`config.mk`:
```
export PLATFORM = sky130hd
export DESIGN_NAME = rwait_timer
export DESIGN_NICKNAME = d
export VERILOG_FILES = /design/src/rtl/rwait_timer.sv
export SDC_FILE = /design/constraint.sdc
export NUM_CORES = 1
export LEC_CHECK = 0
export ABC_AREA = 1
export ABC_CLOCK_PERIOD_IN_PS = 2550
export CAP_MARGIN = 15
export CORE_MARGIN = 8
export CORE_UTILIZATION = 53
export DETAILED_ROUTE_END_ITERATION = 12
export GPL_ROUTABILITY_DRIVEN = 1
export HOLD_SLACK_MARGIN = 0.06
export PLACE_DENSITY = 0.78
export SLEW_MARGIN = 20
export SYNTH_ARGS = -nofsm -noshare
export SYNTH_HDL_FRONTEND = slang
export SYNTH_SLANG_ARGS = --single-unit
```
`constraint.sdc`:
```
create_clock -name clk -period 2.55 [get_ports clk]
set_input_delay 0.3825 -clock clk [delete_from_list [all_inputs] [get_ports clk]]
set_output_delay 0.3825 -clock clk [all_outputs]
set_load 0.02 [all_outputs]
```
`src/rtl/rwait_timer.sv`:
```
// ---------------------------------------------------------------------------
// rwait_timer
//
// Random-wait interval generator for the reaction timer. Once armed by
// start_rwait it waits D ticks, where D = MIN_WAIT (fixed mode) or
// MIN_WAIT + lfsr[RAND_W-1:0] (random mode). A tick is TICK_DIV clock
// cycles. The LFSR free-runs from reset, so the moment of arming picks the
// random part. Dropping start_rwait mid-wait aborts with a one-cycle pulse.
//
// Ports:
//   clk          in   1      system clock, rising edge
//   rst          in   1      asynchronous, active-high reset
//   start_rwait  in   1      level: high = run wait, low = idle / abort
//   rand_en      in   1      sampled at load: 1 = add random part
//   r_waitdone   out  1      high while the wait has completed (DONE)
//   busy         out  1      high while waiting (WAIT)
//   aborted      out  1      one-cycle pulse when start_rwait drops in WAIT
//   delay_val    out  CNT_W  delay D chosen at the last load
// ---------------------------------------------------------------------------
module rwait_timer #(
    parameter int          CNT_W     = 32,
    parameter int          MIN_WAIT  = 1000,
    parameter int          RAND_W    = 8,
    parameter int          TICK_DIV  = 100000,
    parameter logic [15:0] LFSR_SEED = 16'hACE1
) (
    input  logic             clk,
    input  logic             rst,
    input  logic             start_rwait,
    input  logic             rand_en,
    output logic             r_waitdone,
    output logic             busy,
    output logic             aborted,
    output logic [CNT_W-1:0] delay_val
);

    // A one-bit prescaler is kept even for TICK_DIV == 1; it then stays at 0
    // and every edge is a tick.
    localparam int              PS_W    = (TICK_DIV > 1) ? $clog2(TICK_DIV) : 1;
    localparam logic [PS_W-1:0] PS_LAST = PS_W'(TICK_DIV - 1);

    typedef enum logic [1:0] {
        S_IDLE,
        S_WAIT,
        S_DONE
    } state_t;

    state_t           state, state_nx;
    logic [CNT_W-1:0] count, count_nx;
    logic [PS_W-1:0]  prescaler, prescaler_nx;
    logic [15:0]      lfsr, lfsr_nx;
    logic [CNT_W-1:0] delay_val_nx;
    logic             aborted_nx;

    logic [CNT_W-1:0] rand_part;
    logic [CNT_W-1:0] d_val;
    logic             tick;

    // ------------------------------------------------------------------
    // State and datapath registers
    // ------------------------------------------------------------------
    // NOTE: sequential state uses non-blocking assignments so every register
    // samples the pre-edge values computed by the combinational block.
    always_ff @(posedge clk or posedge rst) begin
        if (rst) begin
            state      <= S_IDLE;
            count      <= '0;
            prescaler  <= '0;
            lfsr       <= LFSR_SEED;
            delay_val  <= '0;
            aborted    <= 1'b0;
            r_waitdone <= 1'b0;
            busy       <= 1'b0;
        end else begin
            state      <= state_nx;
            count      <= count_nx;
            prescaler  <= prescaler_nx;
            lfsr       <= lfsr_nx;
            delay_val  <= delay_val_nx;
            aborted    <= aborted_nx;
            // Status flags are registered copies of the next state so they
            // change on the same edge as the state itself.
            r_waitdone <= (state_nx == S_DONE);
            busy       <= (state_nx == S_WAIT);
        end
    end

    // ------------------------------------------------------------------
    // Next-state and datapath logic
    // ------------------------------------------------------------------
    // NOTE: every variable gets a default at the top of the block so no path
    // leaves one unassigned, which would otherwise infer a latch.
    always_comb begin
        state_nx     = state;
        count_nx     = count;
        prescaler_nx = prescaler;
        delay_val_nx = delay_val;
        aborted_nx   = 1'b0;

        // 16-bit Fibonacci LFSR, taps 16/14/13/11; free-running in all states.
        lfsr_nx = {lfsr[14:0], lfsr[15] ^ lfsr[13] ^ lfsr[12] ^ lfsr[10]};

        // Candidate delay from the current LFSR value, zero-extended.
        rand_part             = '0;
        rand_part[RAND_W-1:0] = lfsr[RAND_W-1:0];
        d_val = CNT_W'(MIN_WAIT) + (rand_en ? rand_part : '0);

        tick = (prescaler == PS_LAST);

        unique case (state)
            S_IDLE: begin
                if (start_rwait) begin
                    delay_val_nx = d_val;
                    prescaler_nx = '0;
                    if (d_val == '0) begin
                        state_nx = S_DONE;
                    end else begin
                        state_nx = S_WAIT;
                        count_nx = d_val;
                    end
                end
            end

            S_WAIT: begin
                // Abort wins over a coincident final tick.
                if (!start_rwait) begin
                    state_nx     = S_IDLE;
                    count_nx     = '0;
                    prescaler_nx = '0;
                    aborted_nx   = 1'b1;
                end else if (tick) begin
                    prescaler_nx = '0;
                    if (count == CNT_W'(1)) begin
                        state_nx = S_DONE;
                        count_nx = '0;
                    end else begin
                        count_nx = count - CNT_W'(1);
                    end
                end else begin
                    prescaler_nx = prescaler + PS_W'(1);
                end
            end

            S_DONE: begin
                // Held until start_rwait drops; no re-trigger from here.
                if (!start_rwait) begin
                    state_nx = S_IDLE;
                end
            end

            default: begin
                state_nx = S_IDLE;
            end
        endcase
    end

endmodule

```
# Word level (Yosys, flattened, before mapping)
# Cells that the tools add are included.
# classes
n_mux,20
add_sub_neg,3
n_eq_ne,9
reduce_logical,6
n_bitwise,3
# ops
operator,n
two-way mux 32 bit,5
one-hot mux 32 bit (2 select lines),1
two-way mux 17 bit,3
one-hot mux 17 bit (2 select lines),1
== test 32 x 1 -> 1 bit (second input constant),1
logical NOT 32 bit,1
subtractor 32 x 1 -> 32 bit (second input constant),1
adder 17 x 1 -> 17 bit (second input constant),1
== test 17 bit (second input constant),1
two-way mux 2 bit,6
adder 10 x 8 -> 11 bit (first input constant),1
two-way mux 8 bit,1
one-hot mux 2 bit (3 select lines),1
== test 2 x 1 -> 1 bit (second input constant),2
== test 2 bit (second input constant),2
inequality test 2 bit (second input constant),2
AND reduction 2 bit,2
AND reduction 4 bit,1
inequality test 3 bit (second input constant),1
XOR 1 bit,3
logical NOT 2 bit,1
two-way mux 1 bit,2
nonzero test 2 bit,1
# totals
input_bits,4
ff_bits,102

# Longest topological paths before layout
# logic_depth
depth_word,7
ltp_mapped,12
depth_no_buf,12

# Worst setup path before layout
# No wires, ideal clock.
# synth_timing
kind,input-to-reg
from,input port rand_en
to,register count[7]
setup_ns,0.123
arrival_ns,1.449
setup_slack_ns,0.978
cell_stages,10
cell_sequence,buf_2 nand2_1 inv_1 ha_1 inv_1 nand2_1 o211ai_1 nand2_1 a21oi_1 a21oi_2
# synth_between
elab_chain_cells,5
word_cells_on_any_way,8
classes_between,1 x add/sub; 1 x eq/ne; 4 x mux; 2 x reduce/logical
# synth_rtl
item,line,rtl
from (decl),30,"input logic rand_en,"
two-way mux 8 bit *,106,d_val = CNT_W'(MIN_WAIT) + (rand_en ? rand_part : '0);
adder 10 x 8 -> 11 bit *,106,
logical NOT 32 bit / two-way mux 32 bit (equally long branches),115,if (d_val == '0) begin
inequality test 2 bit (no line) / two-way mux 32 bit (equally long branches),-,
AND reduction 4 bit (no line) / one-hot mux 32 bit (2 select lines) (equally long branches),-,
to (signal assigned),76,count <= count_nx;
to (decl),49,"logic [CNT_W-1:0] count, count_nx;"
# Every way passes the cells marked *; elsewhere a longest branch is shown, timed or not. The select of a mux whose other input is x is not followed.
# A chain may end at the register's enable or synchronous reset.

# Final worst setup path
# layout_timing
from,register prescaler[1]
to,register count[30]
# layout_between
elab_chain_cells,3
# layout_rtl
item,line,rtl
from (decl),50,"logic [PS_W-1:0] prescaler, prescaler_nx;"
from (signal assigned),77,prescaler <= prescaler_nx;
== test 17 bit,108,tick = (prescaler == PS_LAST);
inequality test 3 bit (no line),-,
AND reduction 4 bit (no line),-,
# Every way passes these cells.

==> reports/metrics.yaml <==
syn_area_um2: 4760
grt.overflow.total: 0
worst_pin_slew_ps: 565
skew_ps: 10.7
yosysSeqAreaShare_pct: 42.8
antenna_found_initial: 0
worst_r2r_path_depth: 12
synth.distinct_cells: 41
numPortBuffers: 17
r2r_start: "prescaler[1]$_DFFE_PP0P_"
initial_core_util_pct: 54.6
synth_seq_cells: 81
critPathMaxStageDelay_ps: 380
holdCritPathClass: "in -> async"
slew_viol_final: 0
first_global_vias: 4002
utilization_pct: 58.8
fin_cells: 766
grt_use_total_pct: 17.8
drv_cap: 0
routedWlPerCell_um: 13.9
hold_violations: 0
dieArea_um2: 12300
cts_buffers: 9
critPathLaunchType: "register"
gp_congestion: 0.922
insertion_delay_ps: 360
die_h_um: 111
final_area_um2: 5120
place_hpwl_um: 7910
cp.arrival_ps: 2370
critPathSlowestCell: "dfrtp_1"
synthToLayoutAreaGrowth_pct: 7.59
placed_cells: 750
cts.htree.levels: 3
ys.flop_type: "dfrtp_1"
drive_above_1_share_pct: 13.2
rsz0062_at_grt: "no"
grt_pass1_wl_um: 18400
cts_setup_buffers: 0
drcViolationCount: 0
critPathCaptureType: "register"
firstDrtPassIters: 5
r2r_slack_ps: 430
ys.warnings.count: 0
fin_nets: 661
cts.sinks: 81
avgViaCountPerCell: 5.27
ant_nets: 0
max_freq_mhz: 472
period_needed_ps: 2120
design.core.area_um2: 8720
synth-edff-count: 0
syn_inst: 630
slew-limit-headroom_pct: 62.2
required_ps: 2810
status: "completed"
powerDensity_nw_per_um2: 512
ctsHoldBuffers: 0
ir_worst_vdd_mv: 0.245
grt_max_degree: 29
avgSynthCellArea_um2: 7.56
routed_wl_um: 10600
r2r-end: "count[30]$_DFFE_PP0P_"
first_iter_violations: 271
crit_type: "reg -> reg"
vias: 4038
place_area_um2: 4940
cts.clk_slew.worst_paths_ps: 90
cts_tree: "yes"
rows: 34
multi_input_area_um2: 2240
async_flop_share_pct: 100
finalSetupTns_ps: 0
diodes: 0
ios: 39
setup_violations: 0
cts_buffer_depth: 2
period_share_pct: 83.0
cp_cell_sequence: "ha_1, nand2_1, inv_2, nand2_2, nor2_2, nand2_2, nand2_2, nand2_4, nor2_1, nand2_1, nand2_1, nor2_1"
p_leak_nw: 2.59
die_w_um: 111
regArea_um2: 2040
cts-resized-gates: 0
clockRootBuffer: "clkbuf_8"
num-fill-cells: 771
crit_path_max_fanout: 27
## logic make-up (layout without fill, tap and decap cells)
group | Yosys count | count (layout) | synth area share, %
compound gates | 58 | 58 | 7.67
buf+inv | 112 | 120 | 11.9
fa+ha+maj | 4 | 4 | 1.05
flops | 81 | 81 | 42.8
xor+xnor | 16 | 16 | 2.94
other cells | 1 | 21 | 0.0787
simple gates | 358 | 358 | 33.6
## through the flow
step	hold slack, ps	power (mW)	worst slack (ps)
global route	360	2.75	260
CTS	342	2.65	447
floorplan	331	1.69	101
finish	340	2.62	433
global placement	333	1.74	331
detailed placement	336	1.75	280
## worst max-delay path by stage
stage / from / endpoint / slack [ps] / cells past startpoint
final: prescaler[1]$_DFFE_PP0P_ / count[30]$_DFFE_PP0P_ / 430 / 12
after global routing: prescaler[1]$_DFFE_PP0P_ / count[30]$_DFFE_PP0P_ / 260 / 12
after CTS: prescaler[1]$_DFFE_PP0P_ / count[18]$_DFFE_PP0P_ / 450 / 12
after detailed placement: start_rwait / count[30]$_DFFE_PP0P_ / 280 / 9
after global placement: start_rwait / count[26]$_DFFE_PP0P_ / 330 / 9
after floorplan: rst / aborted$_DFF_PP0_ / 100 / 1
## state kept, by name, summed over array words and instances (netlist names)
register    cells
count          32
prescaler      17
lfsr           16
delay_val      11
state           2
aborted         1
busy            1
r_waitdone      1
## where the power goes
group	internal [mW]	total (mW)	leakage (nW)	switching [mW]
clock	0.373	0.903	0.0929	0.530
combinational	0.112	0.355	1.45	0.243
sequential	1.33	1.37	1.05	0.0381
total	1.81	2.62	2.59	0.811
## final cells by class
| class | count | share of cell area, % |
|---|---|---|
| clock buffers | 9 | 2.42 |
| inverters | 78 | 5.79 |
| well taps | 108 | 2.64 |
| flip-flops and latches | 81 | 39.7 |
| multi-input cells | 457 | 43.6 |
| repair buffers | 26 | 4.64 |
| clock inverters | 7 | 1.15 |
## per-layer routing
layer	share of wire (%)	wire (um)	global-route usage, %
met4	2.4	251	9.55
met3	5.3	565	3.03
met2	48	5140	29.0
met1	44	4660	22.0
met5	0	0	0
## worst max-delay path, delay by kind of cell, from the launching register on
family,cells,cell delay (ps)
adders and majority gates,1,190
buffers and inverters,1,70
DFF,1,380
and+or+nand+nor,10,1370
## synthesized netlist by cell type, types with 8 or more instances
cell type	instances	share of area (%)
buf_4	23	3.6
a21oi_2	11	2.0
inv_2	9	0.71
nand2_1	129	10
nor2_1	134	11
nor3_1	10	1.1
dfrtp_1	73	38
a21oi_1	16	1.7
xor2_1	10	1.8
dfstp_2	8	4.4
o21ai_0	16	1.7
inv_1	67	5.3
nand3_1	44	4.6
nand4_1	8	1.1
## placed cells by master, fill, tap and decap left out, types with 4 or more instances in the layout
cell               n
a21oi_2           11
nand2_2            5
dfstp_2            8
nand3_2            6
xnor2_1            6
xor2_1            10
nand3_1           44
conb_1            21
buf_4              9
nor3_1            10
nor2_2             7
inv_2              9
clkbuf_8           9
ha_1               4
inv_6              4
nor2_1           134
o21ai_0           16
a21oi_1           16
o21ai_1            5
nand4_1            8
clkdlybuf4s50_1   17
inv_1             66
nand2_1          129
dfrtp_1           73
No activity file was read; power rests on OpenSTA's default activity.
